**src/rtl/arcade_input_ctrl.sv**
```systemverilog
// Arcade input controller: merges PS/2 key latches with joystick inputs,
// produces active-low player controls, stretches coin pulses per player and
// holds DIP-switch / system-mode bytes loaded over the download bus.
module arcade_input_ctrl #(
  parameter int PLAYERS    = 2,
  parameter int BUTTONS    = 3,
  parameter int DSW_BYTES  = 2,
  parameter int COIN_PULSE = 4800000
) (
  input  logic                             clk_sys,
  input  logic                             reset_n,
  input  logic [10:0]                      ps2_key,
  input  logic [16*PLAYERS-1:0]            joystick,
  input  logic                             cabinet,
  input  logic                             ioctl_wr,
  input  logic [7:0]                       ioctl_index,
  input  logic [24:0]                      ioctl_addr,
  input  logic [7:0]                       ioctl_dout,
  output logic [(4+BUTTONS)*PLAYERS-1:0]   inp,
  output logic [PLAYERS-1:0]               start_n,
  output logic [PLAYERS-1:0]               coin_n,
  output logic                             coin_any_n,
  output logic [8*DSW_BYTES-1:0]           dsw,
  output logic [7:0]                       sysmode
);

  // Per-player function index matches the joystick bit layout:
  // 0..3 directions, 4..3+BUTTONS buttons, 4+BUTTONS start, 5+BUTTONS coin.
  localparam int NF      = 6 + BUTTONS;
  localparam int IW      = 4 + BUTTONS;
  localparam int F_START = 4 + BUTTONS;
  localparam int F_COIN  = 5 + BUTTONS;
  localparam int CW      = $clog2(COIN_PULSE + 1);
  // Player 1 index, folded to 0 on single-player builds so selects stay in range.
  localparam int P1      = (PLAYERS >= 2) ? 1 : 0;

  localparam logic [1:0] S_IDLE  = 2'd0;
  localparam logic [1:0] S_PULSE = 2'd1;
  localparam logic [1:0] S_HOLD  = 2'd2;

  // Key table entry: {valid, ignore_extended, scan_code}.
  function automatic logic [10:0] key_entry(input int p, input int f);
    logic [10:0] e;
    e = '0;
    if (p == 0) begin
      if (f < 4) begin
        case (f)
          0:       e = {2'b11, 9'h074};
          1:       e = {2'b11, 9'h06B};
          2:       e = {2'b11, 9'h072};
          default: e = {2'b11, 9'h075};
        endcase
      end else if (f == F_START) begin
        e = {2'b10, 9'h016};
      end else if (f == F_COIN) begin
        e = {2'b10, 9'h02E};
      end else begin
        case (f - 4)
          0:       e = {2'b10, 9'h029};
          1:       e = {2'b10, 9'h014};
          2:       e = {2'b10, 9'h011};
          default: e = '0;
        endcase
      end
    end else if (p == 1) begin
      if (f < 4) begin
        case (f)
          0:       e = {2'b10, 9'h034};
          1:       e = {2'b10, 9'h023};
          2:       e = {2'b10, 9'h02B};
          default: e = {2'b10, 9'h02D};
        endcase
      end else if (f == F_START) begin
        e = {2'b10, 9'h01E};
      end else if (f == F_COIN) begin
        e = {2'b10, 9'h036};
      end else begin
        case (f - 4)
          0:       e = {2'b10, 9'h01C};
          1:       e = {2'b10, 9'h01B};
          2:       e = {2'b10, 9'h015};
          default: e = '0;
        endcase
      end
    end
    return e;
  endfunction

  logic                          tog_q, tog_d;
  logic                          key_evt;
  logic [10:0]                   key_ent;
  logic [PLAYERS-1:0][NF-1:0]    key_q, key_d;
  logic [PLAYERS-1:0][NF-1:0]    mrg;
  logic [PLAYERS-1:0]            coin_in;
  logic [(4+BUTTONS)*PLAYERS-1:0] inp_q, inp_d;
  logic [PLAYERS-1:0]            start_n_q, start_n_d;
  logic [PLAYERS-1:0]            coin_n_q, coin_n_d;
  logic                          coin_any_n_q, coin_any_n_d;
  logic [PLAYERS-1:0]            coin_prev_q, coin_prev_d;
  logic [PLAYERS-1:0][1:0]       st_q, st_d;
  logic [PLAYERS-1:0][CW-1:0]    cnt_q, cnt_d;
  logic [8*DSW_BYTES-1:0]        dsw_q, dsw_d;
  logic [7:0]                    sysmode_q, sysmode_d;
  logic                          unused_joy;

  assign unused_joy = ^joystick;

  // Key event detection and key latch update on a matching scan code.
  always_comb begin
    tog_d   = ps2_key[10];
    key_evt = ps2_key[10] ^ tog_q;
    key_d   = key_q;
    key_ent = '0;
    if (key_evt) begin
      for (int p = 0; p < PLAYERS; p++) begin
        for (int f = 0; f < NF; f++) begin
          key_ent = key_entry(p, f);
          if (key_ent[10] && (key_ent[9] ? (ps2_key[7:0] == key_ent[7:0])
                                          : (ps2_key[8:0] == key_ent[8:0]))) begin
            key_d[p][f] = ps2_key[9];
          end
        end
      end
    end
  end

  // Merge key latches with joystick bits per player.
  always_comb begin
    for (int p = 0; p < PLAYERS; p++) begin
      for (int f = 0; f < NF; f++) begin
        mrg[p][f] = key_q[p][f] | joystick[16*p + f];
      end
    end
  end

  // Active-low control outputs, with the upright cabinet sharing player 1 into player 0.
  always_comb begin
    inp_d     = '1;
    start_n_d = '1;
    coin_in   = '0;
    for (int p = 0; p < PLAYERS; p++) begin
      for (int f = 0; f < IW; f++) begin
        inp_d[IW*p + f] = ~(mrg[p][f] |
                            (!cabinet && (PLAYERS >= 2) && (p == 0) && mrg[P1][f]));
      end
      start_n_d[p] = ~mrg[p][F_START];
      coin_in[p]   = mrg[p][F_COIN];
    end
  end

  // Coin stretcher: fixed-length low pulse on a rising edge, then wait for release.
  always_comb begin
    st_d        = st_q;
    cnt_d       = cnt_q;
    coin_n_d    = coin_n_q;
    coin_prev_d = coin_in;
    for (int p = 0; p < PLAYERS; p++) begin
      case (st_q[p])
        S_IDLE: begin
          coin_n_d[p] = 1'b1;
          if (coin_in[p] && !coin_prev_q[p]) begin
            st_d[p]     = S_PULSE;
            cnt_d[p]    = CW'(COIN_PULSE);
            coin_n_d[p] = 1'b0;
          end
        end
        S_PULSE: begin
          coin_n_d[p] = 1'b0;
          if (cnt_q[p] <= CW'(1)) begin
            cnt_d[p]    = '0;
            coin_n_d[p] = 1'b1;
            st_d[p]     = coin_in[p] ? S_HOLD : S_IDLE;
          end else begin
            cnt_d[p] = cnt_q[p] - CW'(1);
          end
        end
        S_HOLD: begin
          coin_n_d[p] = 1'b1;
          if (!coin_in[p]) st_d[p] = S_IDLE;
        end
        default: begin
          st_d[p]     = S_IDLE;
          cnt_d[p]    = '0;
          coin_n_d[p] = 1'b1;
        end
      endcase
    end
    coin_any_n_d = &coin_n_d;
  end

  // Configuration bytes written over the download bus.
  always_comb begin
    dsw_d     = dsw_q;
    sysmode_d = sysmode_q;
    if (ioctl_wr) begin
      if (ioctl_index == 8'd254) begin
        for (int k = 0; k < DSW_BYTES; k++) begin
          if (ioctl_addr == 25'(k)) dsw_d[8*k +: 8] = ioctl_dout;
        end
      end else if (ioctl_index == 8'd1 && ioctl_addr == 25'd0) begin
        sysmode_d = ioctl_dout;
      end
    end
  end

  // Key toggle register and key latches.
  always_ff @(posedge clk_sys or negedge reset_n) begin
    if (!reset_n) begin
      tog_q <= 1'b0;
      key_q <= '0;
    end else begin
      tog_q <= tog_d;
      key_q <= key_d;
    end
  end

  // Registered control outputs.
  always_ff @(posedge clk_sys or negedge reset_n) begin
    if (!reset_n) begin
      inp_q     <= '1;
      start_n_q <= '1;
    end else begin
      inp_q     <= inp_d;
      start_n_q <= start_n_d;
    end
  end

  // Coin stretcher state; previous-coin resets high so a held coin is not an edge.
  always_ff @(posedge clk_sys or negedge reset_n) begin
    if (!reset_n) begin
      st_q         <= {PLAYERS{S_IDLE}};
      cnt_q        <= '0;
      coin_n_q     <= '1;
      coin_any_n_q <= 1'b1;
      coin_prev_q  <= '1;
    end else begin
      st_q         <= st_d;
      cnt_q        <= cnt_d;
      coin_n_q     <= coin_n_d;
      coin_any_n_q <= coin_any_n_d;
      coin_prev_q  <= coin_prev_d;
    end
  end

  // DIP switch and system-mode registers.
  always_ff @(posedge clk_sys or negedge reset_n) begin
    if (!reset_n) begin
      dsw_q     <= '1;
      sysmode_q <= 8'h00;
    end else begin
      dsw_q     <= dsw_d;
      sysmode_q <= sysmode_d;
    end
  end

  assign inp        = inp_q;
  assign start_n    = start_n_q;
  assign coin_n     = coin_n_q;
  assign coin_any_n = coin_any_n_q;
  assign dsw        = dsw_q;
  assign sysmode    = sysmode_q;

endmodule

```
**config.mk**
```make
export PLATFORM = sky130hd
export DESIGN_NAME = arcade_input_ctrl
export DESIGN_NICKNAME = d
export VERILOG_FILES = /design/src/rtl/arcade_input_ctrl.sv
export SDC_FILE = /design/constraint.sdc
export NUM_CORES = 1
export LEC_CHECK = 0
export BUFFER_PORTS_ARGS = -buffer_cell sky130_fd_sc_hd__buf_2
export CORE_ASPECT_RATIO = 1.2
export CORE_UTILIZATION = 58
export DETAILED_ROUTE_END_ITERATION = 8
export PLACE_DENSITY = 0.86
export SETUP_SLACK_MARGIN = 0.02
export SLEW_MARGIN = 40
export SYNTH_ARGS = -nofsm -noshare
export SYNTH_HDL_FRONTEND = slang
export SYNTH_SLANG_ARGS = --single-unit
```
**constraint.sdc**
```tcl
create_clock -name clk_sys -period 6.98 [get_ports clk_sys]
set_input_delay 0.349 -clock clk_sys [delete_from_list [all_inputs] [get_ports clk_sys]]
set_output_delay 0.349 -clock clk_sys [all_outputs]
set_load 0.02 [all_outputs]
```
==> out/results.tsv, run 1 <==
stage	metric	value	unit
cts	clockRootBuffer	clkbuf_8	
logic_synthesis	syn_inst	510	
setup_path	critPathMaxFanout	24	
detailed_routing	vias_per_cell	6.251	
min_path	hold_path_depth	3	
floorplan	fp.dieArea	9764	sq um
min_path	min_to	coin_prev_q[0]	
timing	fin_crit	2.798	ns
detailed_routing	post-route-drc-count	0	
final_layout	stdcell_area	6939	sq um
floorplan	die_h	108.0	microns
floorplan	core_area	9081	sq um
global_route	grt_pass1_vias	4888	
logic_synthesis	ys_types	63	
pwr	fin_total_pwr	2257	uW
global_route	grt_pass1_wl	23.14	mm
cts	cts_tree	built	
timing	max_freq	357.4	MHz
setup_path	r2r_setup_slack	4.18	ns
timing	rsz0062_at_grt	no	
setup_path	reg2reg_to	cnt_q[36]	
detailed_routing	antenna_left	0	
setup_path	reg2reg_depth	5	
cts	clk_pin_slew	0.06	ns
final_layout	nets	740	
min_path	min_from	joystick[8]	
cts	clock_path_buffers	2	
final_layout	area_growth_syn_to_layout	27.67	%
logic_synthesis	synth_top_flop_cell	dfrtp_1	
cts	clk_latency	0.54	ns
timing	worst-slew-pin-transition	0.7619	ns
global_route	grt_overflow	0	
logic_synthesis	ys_ff_latch	114	
logic_synthesis	synth_common_cells	dfrtp_1 (77), mux2_2 (42), nor2_1 (40)	
timing	finClkSkew	0.01296	ns
logic_synthesis	synth-edff-count	0	
setup_path	critPathBufInv	0	
logic_synthesis	synth_area	5435	sq um
global_route	grt_use_met3	8.017	%
run	max_cap_violations	0	
place	portBuffers	116	
final_layout	drive_gt1_share	37.07	%
logic_synthesis	yosysSeqAreaShare	53.34	%
setup_path	crit-reg2reg-launch	cnt_q[27]	
detailed_routing	drt_iter0_drc	394	
detailed_routing	first_pass_iters	8	
global_route	busiest_layer	met2	
global_route	grtUsageMet1	33.21	%
logic_synthesis	synth_most_common_cell	dfrtp_1	
timing	maxSlewHeadroom	48.74	%
timing	finalCritPeriodShare	40.09	%
detailed_routing	vias	4882	
setup_path	crit_path_end_kind	flip-flop	
floorplan	io_pins	131	
detailed_routing	drt-total-wl	14.20	mm
setup_path	crit_path_cell_trace	or4_1 -> nor4_4 -> a21boi_4 -> and2_1 -> a221o_1	
logic_synthesis	synthArstFlopShare	100.0	%
final_layout	antenna_cells	0	
floorplan	initial_core_util	59.85	%
place	gp_congestion	0.9530	
floorplan	rows	38	
setup_path	worstPathRequired	7.39	ns
setup_path	critPathTopFamily	simple AND/OR/NAND/NOR gates	
global_route	grt_max_degree	85	
global_route	globalRouteMet2Util	54.74	%
setup_path	critPathMaxStageDelay	0.71	ns
global_route	antenna_found_initial	0	
pwr	leakage	0.003187	uW
cts	cts_sinks	114	
setup_path	arrival	3.21	ns
timing	setup_viol	0	
detailed_routing	post_drt_wl_per_cell	18.18	microns
place	hpwl	8.720	mm
setup_path	crit_slowest_cell	or4_1	
logic_synthesis	syn_avg_cell_area	10.66	sq um
logic_synthesis	synth_fp_nets	602	
outcome	outcome	finished clean	
timing	slew_viol_final	0	
final_layout	n_fill_cell	543	
cts	cts_htree_levels	4	
setup_path	cp-start-kind	flip-flop	
logic_synthesis	synth_top_cell_area_share	35.45	%
timing	hold_viol	0	
pwr	powerDensity	325.2	nW/um^2
floorplan	die_w	90.37	microns
place	placed_area	6135	sq um
cts	cts_buffers	17	
timing	totalNegativeSetupSlack	0	ns
logic_synthesis	synth_area_leaders	dfrtp_1 (35%), dfstp_2 (18%), mux2_2 (8.7%)	
logic_synthesis	yosysWarnings	0	
setup_path	critPathKind	flip-flop to flip-flop	
min_path	hp-class	input port to flip-flop	
logic_synthesis	yosysTopAreaCell	dfrtp_1	
global_route	grt_usage	30.57	%
pwr	ir_drop	0.2293	mV
[worst max-delay path by stage]
stage               slack [ns]  startpoint  cells after the start   endpoint
floorplan                 4.64   cnt_q[27]                      6  cnt_q[45]
CTS                       4.16   cnt_q[27]                      5  cnt_q[36]
global route              4.09   cnt_q[27]                      5  cnt_q[36]
global placement          4.25   cnt_q[27]                      5  cnt_q[36]
detailed placement        4.20   cnt_q[27]                      5  cnt_q[36]
finish                    4.18   cnt_q[27]                      5  cnt_q[36]
[kinds of logic (layout without fill, tap and decap cells)]
family	Yosys count	in the layout	share of synthesized area, %
DFF	114	114	53.34
buffers and inverters	32	183	2.325
adders and majority gates	4	4	0.9208
and+or+nand+nor	210	210	21.16
muxes	43	43	8.886
xor gates and xnor gates	1	1	0.1612
AOI/OAI and AO/OA	106	106	13.21
[repair_timing]
action,in CTS,in global routing
buffers inserted,0,0
hold buffers,18,0
endpoints found under the hold margin,37,0
gates resized for setup,0,0
[stage by stage]
stage	std cells	hold slack [ns]	worst slack, ns	util [%]
floorplan	510	0.05341	4.636	-
global placement	731	0.2838	4.252	67.44
detailed placement	731	0.2995	4.197	67.55
CTS	781	0.04217	4.156	76.33
global route	781	0.08326	4.095	76.41
finish	781	0.05428	4.182	76.41
[worst register-to-register path, stage by stage, from the launching register on]
cell	delay (ns)
dfrtp_1	0.45
or4_1	0.71
nor4_4	0.60
a21boi_4	0.30
and2_1	0.26
a221o_1	0.35
[cell type report]
| type | count | area (sq um) | area share (%) |
|---|---|---|---|
| Inverter | 12 | 45.04 | 0.6491 |
| Clock buffer | 19 | 431.7 | 6.221 |
| Clock inverter | 13 | 185.2 | 2.669 |
| Tap cell | 120 | 150.1 | 2.164 |
| Multi-Input combinational cell | 364 | 2424 | 34.93 |
| Timing Repair Buffer | 139 | 804.5 | 11.59 |
| Sequential cell | 114 | 2899 | 41.78 |
[cell usage in the layout (no fill, tap or decap), drive strengths merged, types with 6 or more instances in the layout]
master	instances
nand2b	7
inv	12
buf	121
or4	10
or3	11
a22o	6
dfrtp	77
nand3	16
nand4	7
nor2	40
nand2	35
nor4	19
dlygate4sd3	18
a21oi	23
nor3	34
a31oi	18
o21ai	19
clkbuf	19
mux2	42
dfstp	37
[metal layers]
layer,share of wire [%],routed length [microns],vias to the layer above
met2,52,7328,281
met1,38,5364,2350
met4,3.2,454,0
met5,0,0,-
met3,7.4,1048,46
li1,-,-,2205
[state kept, by name, indices dropped and copies added, names as in the netlist]
| name | cells |
|---|---|
| tog_q | 1 |
| coin_prev_q | 2 |
| key_q | 18 |
| dsw | 16 |
| inp | 14 |
| coin_any_n | 1 |
| st_q | 4 |
| coin_n | 2 |
| cnt_q | 46 |
| start_n | 2 |
| sysmode | 8 |
[power breakdown]
| part | switching [uW] | internal (uW) |
|---|---|---|
| combinational | 252 | 191 |
| sequential | 138 | 773 |
| clock | 315 | 588 |
| total | 705 | 1550 |
(Power assumes the default switching activity.)
==> run 2: changes to the inputs <==
--- a/config.mk
+++ b/config.mk
@@ -7,9 +7,9 @@
 export LEC_CHECK = 0
 export BUFFER_PORTS_ARGS = -buffer_cell sky130_fd_sc_hd__buf_2
 export CORE_ASPECT_RATIO = 1.2
-export CORE_UTILIZATION = 58
+export CORE_UTILIZATION = 54
 export DETAILED_ROUTE_END_ITERATION = 8
-export PLACE_DENSITY = 0.86
+export PLACE_DENSITY = 0.8
 export SETUP_SLACK_MARGIN = 0.02
 export SLEW_MARGIN = 40
 export SYNTH_ARGS = -nofsm -noshare
==> constraint.sdc (replaced) <==
create_clock -name clk_sys -period 2.9 [get_ports clk_sys]
set_input_delay 0.145 -clock clk_sys [delete_from_list [all_inputs] [get_ports clk_sys]]
set_output_delay 0.145 -clock clk_sys [all_outputs]
set_load 0.02 [all_outputs]
==> run 2 against run 1 <==
  * Critical path type unchanged
  * First-iteration DRC count down 40%
  * Register-to-register slack lost 3.9 ns
  * Sequential cell count did not move
  * Highest routed layer unchanged
  * Via count down 2.0%
  * Core utilization fell by 3.4 points
  * Non-clock buffer count increased by 14
  * Sequential share of layout area is 0.68 points lower
  * Final cell count rose by 2.2%
==> out/results.tsv, run 2 (synthesis results as in run 1) <==
stage	metric	value	unit	change
setup_path	arrival	2.89	ns	-0.32 ns
floorplan	die_w	93.59	microns	+3.6%
detailed_routing	vias_per_cell	5.994		-4.1%
timing	fin_crit	2.606	ns	-0.1922 ns
floorplan	fp.dieArea	10470	sq um	+7.3%
pwr	p_sw_share	30.26	%	-0.97 points
global_route	grt_usage	27.01	%	-3.6 points
detailed_routing	post_drt_wl_per_cell	16.77	microns	-7.7%
cts	clock_path_buffers	2		unchanged
cts	clk_pin_slew	0.05	ns	about the same
place	portBuffers	116		unchanged
global_route	grt_pass1_wl	22.02	mm	-4.9%
global_route	grt_overflow	0		unchanged
setup_path	crit-reg2reg-launch	cnt_q[5]		
place	hpwl	8.657	mm	-0.72%
floorplan	die_h	111.9	microns	+3.6%
timing	hold_viol	0		unchanged
floorplan	core_area	9662	sq um	+6.4%
cts	clk_latency	0.40	ns	-0.14 ns
timing	setup_viol	0		unchanged
setup_path	worstPathRequired	3.19	ns	-4.20 ns
timing	max_freq	383.8	MHz	+7.4%
setup_path	r2r_setup_slack	0.29	ns	-3.89 ns
final_layout	nets	754		+1.9%
floorplan	initial_core_util	56.25	%	-3.6 points
detailed_routing	first_pass_iters	6		-2
detailed_routing	vias	4783		-2.0%
final_layout	drive_gt1_share	36.59	%	-0.47 points
outcome	outcome	finished clean		
detailed_routing	drt-total-wl	13.38	mm	-5.7%
final_layout	final_common_cell	buf_2		
place	gp_congestion	0.8787		-7.8%
pwr	pwr-share-clk	39.2	%	-0.8 points
floorplan	rows	39		+2.6%
global_route	grt_max_degree	115		+35%
final_layout	antenna_cells	0		unchanged
timing	rsz0062_at_grt	no		
timing	worst-slew-pin-transition	0.7273	ns	-0.03462 ns
cts	cts_tree	built		
min_path	hold_path_depth	2		-1
pwr	ir_drop	0.5333	mV	+130%
final_layout	final_cell_mix	buf_2 (115), dfrtp_1 (77), mux2_2 (42)		
timing	slew_viol_final	0		unchanged
global_route	antenna_found_initial	0		unchanged
setup_path	critPathMaxFanout	7		-71%
cts	cts_sinks	114		unchanged
min_path	hp-class	input port to flip-flop		
pwr	p_seq_share	40.7	%	+0.3 points
setup_path	reg2reg_depth	6		+1
timing	timing.final.ws_setup	0.2942	ns	-3.888 ns
run	max_cap_violations	0		unchanged
setup_path	setup.worst_path.start	cnt_q[5]		
setup_path	cp-start-kind	flip-flop		
pwr	leakage	0.003245	uW	+1.8%
timing	totalNegativeSetupSlack	0	ns	unchanged
setup_path	reg2reg_to	cnt_q[22]		
floorplan	io_pins	131		unchanged
timing	maxSlewHeadroom	51.07	%	+2.3 points
pwr	internal_power	3731	uW	+140%
setup_path	crit_end	cnt_q[22]		
pwr	p_switching	1619	uW	+130%
timing	finalCritPeriodShare	89.85	%	+50 points
setup_path	crit_path_end_kind	flip-flop		
cts	cts_buffers	17		unchanged
final_layout	stdcell_count	798		+2.2%
detailed_routing	antenna_left	0		unchanged
pwr	p_comb_share	20.1	%	+0.5 points
setup_path	critPathKind	flip-flop to flip-flop		
detailed_routing	drt_iter0_drc	236		-40%
timing	finClkSkew	0.008127	ns	-0.004833 ns
final_layout	area_growth_syn_to_layout	29.79	%	
place	dpl_worst_slack	0.3287	ns	-3.868 ns
pwr	powerDensity	758.4	nW/um^2	+130%
cts	clockRootBuffer	clkbuf_16		
cts	cts_htree_levels	4		unchanged
final_layout	largest_register_ff_count	46		unchanged
global_route	grt_pass1_vias	4740		-3.0%
place	dp.cells	739		+1.1%
detailed_routing	post-route-drc-count	0		unchanged
final_layout	largest_register	cnt_q		
==> run 2: cell count changes in the layout (fill, tap and decap cells not counted), sizes merged <==
cell and change:
dlygate4sd3 +9, buf +5, clkbuf +4, clkinvlp -2, bufinv -1, clkinv -1
==> run 2: worst min-delay path by stage <==
stage                        startpoint         end
after floorplan                 reset_n    cnt_q[0]
after global placement     joystick[23]  start_n[1]
after detailed placement        reset_n   key_q[14]
after CTS                 ioctl_dout[1]      dsw[1]
after global routing      ioctl_dout[2]     dsw[10]
final                     ioctl_dout[1]      dsw[1]
==> run 2: routing by layer <==
layer	wire length (microns)	global-route usage, %
met1	5450	31.56
met2	6805	46.67
met3	818	6.899
met4	306	11.49
met5	0	0
==> run 2: what timing repair did <==
| action | 4_1_cts | 5_1_grt |
|---|---|---|
| buffers inserted | 0 | 0 |
| gates resized for setup | 0 | 0 |
| hold buffers | 27 | 0 |
| endpoints found under the hold margin | 105 | 0 |
==> run 2: final cells by class <==
| class | instances | area (sq um) |
|---|---|---|
| clock buffer | 23 | 467.9 |
| clock inverter | 9 | 131.4 |
| fill | 681 | 2608 |
| inverter | 12 | 45.04 |
| multi-input combinational | 364 | 2416 |
| sequential | 114 | 2899 |
| tap | 123 | 153.9 |
| timing repair buffer | 153 | 940.9 |
==> run 2: metrics by stage <==
stage	total power, uW	utilization, %	hold WS (ns)	cell area [sq um]
5_1_grt	5613	73.01	0.01454	7054
6_report	5350	73.01	0.01622	7054
3_5_place_dp	3217	64.01	0.2668	6185
4_1_cts	5363	73.01	0.0002683	7054
3_3_place_gp	3136	63.95	0.2629	6178
2_1_floorplan	2875	-	-0.1506	5435
==> run 2: power by group through the flow <==
stage	clock, uW	sequential (uW)	combinational (uW)
final	2100	2180	1070
after detailed placement	0	2190	1030
after global placement	0	2170	967
after CTS	2120	2170	1070
after global routing	2190	2220	1200
after floorplan	0	2110	762
==> run 2: worst max-delay path: stages (launching register included) <==
cell	delay (ns)
dfrtp_1	0.43
or4_1	0.64
or4b_1	0.61
o21bai_2	0.27
buf_4	0.22
nor3b_1	0.06
a211o_1	0.26
==> run 3: changes to the inputs <==
--- a/config.mk
+++ b/config.mk
@@ -10,6 +10,7 @@
 export CORE_UTILIZATION = 54
 export DETAILED_ROUTE_END_ITERATION = 8
 export PLACE_DENSITY = 0.8
+export RECOVER_POWER = 25
 export SETUP_SLACK_MARGIN = 0.02
 export SLEW_MARGIN = 40
 export SYNTH_ARGS = -nofsm -noshare
==> run 3 against run 2 <==
  * Via count is 0.44% higher
  * Sequential cell count stayed put
  * Core utilization is 0.14 points lower
  * Clock-buffer cell count stayed put
  * Total power is 0.17% lower
  * Die area stayed put
  * Non-clock buffer count stayed put
  * Routed wire length is 0.13% lower
  * Largest power group unchanged
  * Critical path depth stayed put
==> out/results.tsv, run 3 (synthesis results as in run 1) <==
stage	metric	value	unit	change
final_layout	final_common_cell	buf_2		
cts	clockRootBuffer	clkbuf_16		
floorplan	rows	39		unchanged
final_layout	register_area	2899	sq um	unchanged
global_route	grt_pass1_vias	4740		unchanged
setup_path	arrival	2.88	ns	about the same
setup_path	r2r_setup_slack	0.31	ns	about the same
detailed_routing	first_pass_iters	5		-1
detailed_routing	drt_iter0_drc	248		+5.1%
setup_path	reg2reg_to	cnt_q[22]		
place	gp_congestion	0.8787		unchanged
outcome	outcome	finished clean		
timing	rsz0062_at_grt	no		
final_layout	n_fill_cell	684		+0.44%
timing	maxSlewHeadroom	0.4368	%	-51 points
setup_path	crit_path_cell_trace	or4_1 -> or4b_1 -> o21bai_2 -> buf_4 -> nor3b_1 -> a211o_1		
min_path	hp-class	input port to flip-flop		
timing	finClkSkew	0.01067	ns	+0.002543 ns
pwr	ir_drop	0.5329	mV	about the same
place	hpwl	8.657	mm	unchanged
timing	totalNegativeSetupSlack	0	ns	unchanged
setup_path	critPathTopFamily	simple AND/OR/NAND/NOR gates		
final_layout	stdcell_area	7041	sq um	-0.20%
timing	max_freq	385.4	MHz	+0.42%
cts	clk_latency	0.40	ns	about the same
final_layout	area_growth_syn_to_layout	29.53	%	
run	max_cap_violations	0		unchanged
setup_path	critPathMaxStageDelay	0.64	ns	about the same
setup_path	crit-reg2reg-launch	cnt_q[5]		
timing	finalCritPeriodShare	89.48	%	-0.37 points
floorplan	io_pins	131		unchanged
setup_path	crit_slowest_cell	or4_1		
setup_path	cp-start-kind	flip-flop		
global_route	grt_pass1_wl	22.02	mm	unchanged
floorplan	initial_core_util	56.25	%	unchanged
pwr	leakage	0.003237	uW	-0.24%
cts	clk_pin_slew	0.05	ns	about the same
cts	post_cts_resized	0		unchanged
cts	cts_sinks	114		unchanged
timing	fin_crit	2.595	ns	-0.01080 ns
timing	hold_viol	0		unchanged
min_path	hold_path_depth	2		unchanged
final_layout	largest_register	cnt_q		
cts	clock_path_buffers	2		unchanged
detailed_routing	drt-total-wl	13.36	mm	-0.13%
setup_path	worstPathRequired	3.19	ns	about the same
global_route	grt_usage	27.01	%	unchanged
detailed_routing	antenna_left	0		unchanged
timing	worst-slew-pin-transition	1.493	ns	+0.7662 ns
min_path	min_from	ioctl_dout[1]		
timing	slew_viol_final	0		unchanged
final_layout	multiInputGateArea	2416	sq um	unchanged
floorplan	fp.dieArea	10470	sq um	unchanged
final_layout	final_cell_mix	buf_2 (114), dfrtp_1 (77), mux2_2 (42)		
detailed_routing	post_drt_wl_per_cell	16.75	microns	-0.13%
cts	cts_tree	built		
floorplan	die_w	93.59	microns	unchanged
min_path	min_to	dsw[1]		
final_layout	nets	754		unchanged
place	placed_area	6185	sq um	unchanged
setup_path	reg2reg_depth	6		unchanged
cts	post_cts_buffers	0		unchanged
final_layout	largest_register_ff_count	46		unchanged
detailed_routing	vias	4804		+0.44%
setup_path	critPathMaxFanout	7		unchanged
setup_path	critPathBufInv	1		unchanged
global_route	antenna_found_initial	0		unchanged
global_route	grt_max_degree	115		unchanged
pwr	powerDensity	758.6	nW/um^2	about the same
floorplan	core_area	9662	sq um	unchanged
place	portBuffers	116		unchanged
final_layout	final_util	72.87	%	-0.14 points
setup_path	critPathKind	flip-flop to flip-flop		
timing	setup_viol	0		unchanged
global_route	grt_overflow	0		unchanged
final_layout	drive_gt1_share	36.44	%	-0.15 points
detailed_routing	vias_per_cell	6.020		+0.44%
final_layout	antenna_cells	0		unchanged
floorplan	die_h	111.9	microns	unchanged
detailed_routing	post-route-drc-count	0		unchanged
setup_path	crit_path_end_kind	flip-flop		
cts	cts_htree_levels	4		unchanged
cts	cts_buffers	17		unchanged
run 3: metal layers:
layer	share of wire [%]	global-route usage, %	up-vias
met4	2.2	11.49	0
met5	0	0	-
met3	6.3	6.899	27
met1	40	31.56	2342
met2	51	46.67	211
li1	-	-	2224
run 3: worst max path at each step:
| stage | from | end | slack (ns) | cells past startpoint |
|---|---|---|---|---|
| after floorplan | cnt_q[27] | cnt_q[45] | 0.56 | 6 |
| after global placement | cnt_q[27] | cnt_q[45] | 0.40 | 5 |
| after detailed placement | cnt_q[27] | cnt_q[28] | 0.33 | 5 |
| after CTS | cnt_q[5] | cnt_q[22] | 0.32 | 6 |
| after global routing | cnt_q[27] | cnt_q[36] | 0.17 | 5 |
| final | cnt_q[5] | cnt_q[22] | 0.31 | 6 |
run 3: cell type report:
cell class / instances / area share [%]
clock buffer: 23 / 6.647
clock inverter: 9 / 1.866
inverter: 12 / 0.6398
multi-input combinational: 364 / 34.32
sequential: 114 / 41.18
tap: 123 / 2.186
timing repair buffer: 153 / 13.17
run 3: repair_timing:
action                     4_1_cts  5_1_grt
hold buffers                    27        0
setup endpoints to repair        0        0
hold endpoints to repair       105        0
run 3: power by group:
part	switching, uW	internal, uW	total, uW	leakage, uW
Sequential	318	1860	2180	0.00136
Clock	700	1390	2090	0.000283
Combinational	595	473	1070	0.00160
run 3: worst register-to-register path, cell delays in order, from the launching register on:
cell and delay [ns]:
dfrtp_1 0.43, or4_1 0.64, or4b_1 0.60, o21bai_2 0.27, buf_4 0.22, nor3b_1 0.06
a211o_1 0.26
run 3: metrics by stage:
step	worst slack, ns	hold slack, ns	cells	total power (uW)
after global routing	0.1665	0.01454	798	5611
after floorplan	0.5558	-0.1506	510	2875
after global placement	0.4009	0.2629	739	3136
after detailed placement	0.3287	0.2668	739	3217
after CTS	0.3163	0.0002683	798	5363
final	0.3050	0.01583	798	5341
